--- config.mk ---
export PLATFORM = sky130hd
export DESIGN_NAME = pwm_deadtime
export DESIGN_NICKNAME = d
export VERILOG_FILES = /design/src/rtl/pwm_deadtime.sv
export SDC_FILE = /design/constraint.sdc
export NUM_CORES = 1
export LEC_CHECK = 0
export ABC_AREA = 0
export CORE_MARGIN = 1
export CORE_UTILIZATION = 48
export DETAILED_ROUTE_END_ITERATION = 10
export GPL_TIMING_DRIVEN = 0
export PLACE_DENSITY = 0.79
export SLEW_MARGIN = 10
export SYNTH_ARGS = -nofsm -noshare
export SYNTH_HDL_FRONTEND = slang
export SYNTH_SLANG_ARGS = --single-unit
export TNS_END_PERCENT = 50
--- constraint.sdc ---
create_clock -name clk -period 1.9 [get_ports clk]
set_input_delay 0.19 -clock clk [delete_from_list [all_inputs] [get_ports clk]]
set_output_delay 0.19 -clock clk [all_outputs]
set_load 0.02 [all_outputs]
--- src/rtl/pwm_deadtime.sv ---
// pwm_deadtime: turns one raw PWM into complementary PWMH/PWML gate drives with
// programmable rise/fall dead time. Define PWM_DEADTIME_FAULT_EN to add the fault path.
module pwm_deadtime (
  input  logic       clk,
  input  logic       rst_n,
  input  logic       EN,
  input  logic       PWMIN,
  input  logic [7:0] DT_RISE,
  input  logic [7:0] DT_FALL,
  input  logic       POL_H,
  input  logic       POL_L,
  input  logic       FAULT,
  input  logic       FAULT_CLR,
  output logic       FAULTF,
  output logic       PWMH,
  output logic       PWML
);

`ifdef PWM_DEADTIME_FAULT_EN
  typedef enum logic [2:0] {OFF, LO, DTR, HI, DTF, FLT} state_t;
`else
  typedef enum logic [2:0] {OFF, LO, DTR, HI, DTF} state_t;
`endif

  state_t     state, state_nxt;
  logic [7:0] cnt, cnt_nxt;
  logic       pwm_q;
  logic       hi_act, lo_act;

  // Single input register: timer/comparator glitches never reach the decision logic.
  // NOTE: sequential state always uses non-blocking (<=) so every flop samples pre-edge values.
  always_ff @(posedge clk or negedge rst_n) begin
    if (!rst_n) pwm_q <= 1'b0;
    else        pwm_q <= PWMIN;
  end

`ifdef PWM_DEADTIME_FAULT_EN
  logic fault_meta, fault_sync, faultf_q;

  always_ff @(posedge clk or negedge rst_n) begin
    if (!rst_n) begin
      fault_meta <= 1'b0;
      fault_sync <= 1'b0;
    end else begin
      fault_meta <= FAULT;
      fault_sync <= fault_meta;
    end
  end

  // A live fault beats a simultaneous clear.
  always_ff @(posedge clk or negedge rst_n) begin
    if (!rst_n)          faultf_q <= 1'b0;
    else if (fault_sync) faultf_q <= 1'b1;
    else if (FAULT_CLR)  faultf_q <= 1'b0;
  end

  assign FAULTF = faultf_q;
`else
  logic unused_fault;
  assign unused_fault = ^{FAULT, FAULT_CLR};
  assign FAULTF       = 1'b0;
`endif

  // State register
  always_ff @(posedge clk or negedge rst_n) begin
    if (!rst_n) begin
      state <= OFF;
      cnt   <= '0;
    end else begin
      state <= state_nxt;
      cnt   <= cnt_nxt;
    end
  end

  // Next-state logic; priority is fault detect > fault hold > disable > normal.
  always_comb begin
    // NOTE: defaulting every always_comb output first prevents inferred latches.
    state_nxt = state;
    cnt_nxt   = cnt;
`ifdef PWM_DEADTIME_FAULT_EN
    if (fault_sync) begin
      state_nxt = FLT;
      cnt_nxt   = '0;
    end else if (state == FLT) begin
      if (!faultf_q) state_nxt = OFF;
    end else
`endif
    if (!EN) begin
      state_nxt = OFF;
      cnt_nxt   = '0;
    end else begin
      case (state)
        OFF: begin
          if (pwm_q) begin
            state_nxt = DTR;
            cnt_nxt   = DT_RISE;
          end else begin
            state_nxt = DTF;
            cnt_nxt   = DT_FALL;
          end
        end
        LO: begin
          if (pwm_q) begin
            state_nxt = DTR;
            cnt_nxt   = DT_RISE;
          end
        end
        HI: begin
          if (!pwm_q) begin
            state_nxt = DTF;
            cnt_nxt   = DT_FALL;
          end
        end
        // A reversal inside the gap returns straight to the side already off-going,
        // so the short pulse is swallowed without adding a second gap.
        DTR: begin
          if (!pwm_q) begin
            state_nxt = LO;
            cnt_nxt   = '0;
          end else if (cnt == 8'd0) begin
            state_nxt = HI;
          end else begin
            cnt_nxt = cnt - 8'd1;
          end
        end
        DTF: begin
          if (pwm_q) begin
            state_nxt = HI;
            cnt_nxt   = '0;
          end else if (cnt == 8'd0) begin
            state_nxt = LO;
          end else begin
            cnt_nxt = cnt - 8'd1;
          end
        end
        default: begin
          state_nxt = OFF;
          cnt_nxt   = '0;
        end
      endcase
    end
  end

  // Output logic: each side is active in exactly one state, so overlap is impossible.
  always_comb begin
    hi_act = (state == HI);
    lo_act = (state == LO);
  end

  assign PWMH = POL_H ? hi_act : ~hi_act;
  assign PWML = POL_L ? lo_act : ~lo_act;

  a_no_shoot_through: assert property (@(posedge clk) disable iff (!rst_n) !(hi_act && lo_act));

endmodule

==> flow_summary.ini <==
[status]
status = finished, final reports clean

[placed_design]
pre_cts_ws_ns = -0.0416
gp_congestion = 0.895
port_buffers = 23
dp_hpwl_um = 1990

[global_route]
grt_overflow_total = 0
antenna_found_initial = 0
grt_pass1_wl_um = 4460
grt_max_degree = 20
grt_usage_pct = 23.8
grt_pass1_vias = 1025

[worst_setup_path]
cp-end-kind = output pin
slowest_delay_ns = 0.46
r2r-start = pwm_q
crit_arrival_ns = 1.63
crit_fanout = 10
regToRegSetupSlack_ns = 0.12
cp_top_family = buffers and inverters
required_ns = 1.71
regToRegEndpoint = cnt[2]
reg2reg_depth = 6
cp_slowest_cell = dfrtp_1
cp_num_cells = 4
crit_type = register to output pin
path_buf_inv = 2
path_cells = buf_4, nor3_1, xnor2_1, clkdlybuf4s15_1
cp-start-kind = register

[synth]
synthMuxAreaShare_pct = 5.68
ys_types = 48
synth_ff_type = dfrtp_1
synth_top_area_cell = dfrtp_1
synth_top_area_share_pct = 28.4
synth_compound_area_share_pct = 28.6
syn_nets = 147
synth_top_family_by_area = compound AO/OA/AOI/OAI gates
ys_ff_latch = 12
netlist_area_mm2 = 0.00106
synth-simple-area-share_pct = 26.0
ys_warn_count = 0
synth_edf_count = 0
synthXorXnorAreaFrac_pct = 2.49
async_flop_share_pct = 100
synthTopCellsByArea = dfrtp_1 (28%), mux2i_1 (5.7%), a22o_1 (5.0%)
syn_avg_cell_area_um2 = 8.74
ys_seq_area_share_pct = 28.4
synthAdderAreaFrac_pct = 2.37
synthCells = 121

[clocking]
hold_buffers = 0
htreeDepth = 1
cts_buffers = 3
cts.sinks = 12
root_buffer = clkbuf_4
clk_pin_slew_ns = 0.08
clock_path_buffers = 2
clock_latency_ns = 0.27
tritoncts = done

[sta]
fin_crit_ns = 1.82
max_slew_margin_pct = 61.6
fmax_mhz = 550
hold_viol = 0
drv_slew = 0
setup_ws_ns = 0.0824
worst_slew_pin_slew_ns = 0.574
fin_crit_sh_pct = 95.7
clock_skew_ns = 0.00178
finalSetupViolCount = 0

[flow_run]
maxCapViolCount = 0

[floorplan]
ioPinCount = 27
fp.dieW_um = 48.9
die-area_mm2 = 0.00239
row_count = 16
core_mm2 = 0.00202
start_util_pct = 52.3
die_h_um = 48.9

[routing]
dr.pass1.iters = 5
antenna_left = 0
routed_wl_um = 2610
drt_iter0_markers = 33
drc_errors = 0
routedWlPerCell_um = 14.9
via_per_inst = 5.97
vias = 1045

[final_layout]
drive_gt1_share_pct = 14.2
seq_area_um2 = 300
syn_to_final_growth_pct = 30.9
multiInputGateArea_um2 = 712
nets = 175
diodes = 0
fill_cells = 166

[min_path]
hold_path_class = input pin to async pin

[power_and_ir_drop]
power_mw = 0.923
power.leakage_nw = 0.608
irDropWorstVdd_v = 0.000668
pwr_density_cell_mw_per_mm2 = 667
-- Yosys cell counts, types with 3 or more instances --
cell / number
a21oi_1: 3
a22o_1: 6
a2bb2oi_1: 6
buf_2: 3
dfrtp_1: 12
inv_1: 6
mux2i_1: 6
nand2_1: 9
nand2b_1: 3
nor2_1: 6
nor2b_1: 3
nor3_1: 6
o21ai_0: 4
o21ai_1: 6
o22ai_1: 4
-- stage by stage --
step | setup TNS (ns) | utilization [%] | hold WS (ns) | std cells | area (µm²)
final | 0 | 68.4 | 0.278 | 175 | 1380
after global routing | -0.0161 | 68.4 | 0.311 | 175 | 1380
after CTS | 0 | 67.0 | 0.290 | 174 | 1350
after detailed placement | -0.0545 | 65.3 | 0.575 | 171 | 1320
after global placement | -0.0448 | 65.3 | 0.556 | 171 | 1320
after floorplan | 0 | - | -0.106 | 121 | 1060
-- cells by family (layout without fill, tap and decap cells) --
group / count (synthesis) / after routing
buffers and inverters: 13 / 40
AO/OA/AOI/OAI: 39 / 39
other: 1 / 1
XOR/XNOR: 3 / 3
multiplexers: 6 / 6
adder cells (fa/ha/maj): 2 / 2
AND/OR/NAND/NOR: 45 / 45
flip-flops: 12 / 12
-- flip-flops by register name, summed over array words and instances, names as in the netlist --
register / cells
cnt: 8
state: 3
pwm_q: 1
-- placed cells by master (no fill, tap or decap), drive strengths merged, types with 2 or more instances in the layout --
master,n
a21boi,2
buf,6
nor2b,3
nor4,2
clkbuf,5
nor2,7
o22ai,4
o21ai,11
mux2i,6
a21oi,3
xnor2,2
a221o,2
o32ai,2
or2b,2
ha,2
dfrtp,12
nand2,11
a22o,6
clkdlybuf4s50,21
nor3,6
a2bb2oi,6
nand2b,3
inv,6
-- power breakdown --
group / internal, mW / total [mW] / switching [mW]
clock network: 0.117 / 0.207 / 0.0903
registers: 0.282 / 0.323 / 0.0413
logic: 0.192 / 0.394 / 0.202
-- timing repair --
item                                    in CTS  in global routing
gates resized for setup                      3                  5
endpoints found under the setup margin       2                  9
pin swaps                                    0                  0
setup buffers                                0                  1
-- cell type report --
cell class	count	share of cell area [%]
well taps	27	2.44
multi-input cells	96	51.4
plain buffers	6	3.07
flip-flops and latches	12	21.7
clock buffers	4	2.62
inverters	6	1.63
repair buffers	24	17.1
-- routing by layer --
layer | GRT usage, % | routed length (µm) | vias to the layer above
met5 | 0 | 0 | -
met4 | 4.90 | 27 | 0
met3 | 5.61 | 86 | 6
met2 | 43.3 | 1390 | 26
met1 | 28.1 | 1100 | 509
li1 | - | - | 504
-- worst max-delay path by stage --
stage               endpoint      from  slack [ns]
CTS                   cnt[3]    cnt[0]        0.02
global route          cnt[7]    cnt[0]      -0.009
detailed placement    cnt[1]        EN       -0.04
finish                  PWML  state[2]        0.08
floorplan             cnt[3]    cnt[0]        0.27
global placement      cnt[1]        EN       -0.04
No activity file was read; power rests on OpenSTA's default activity.
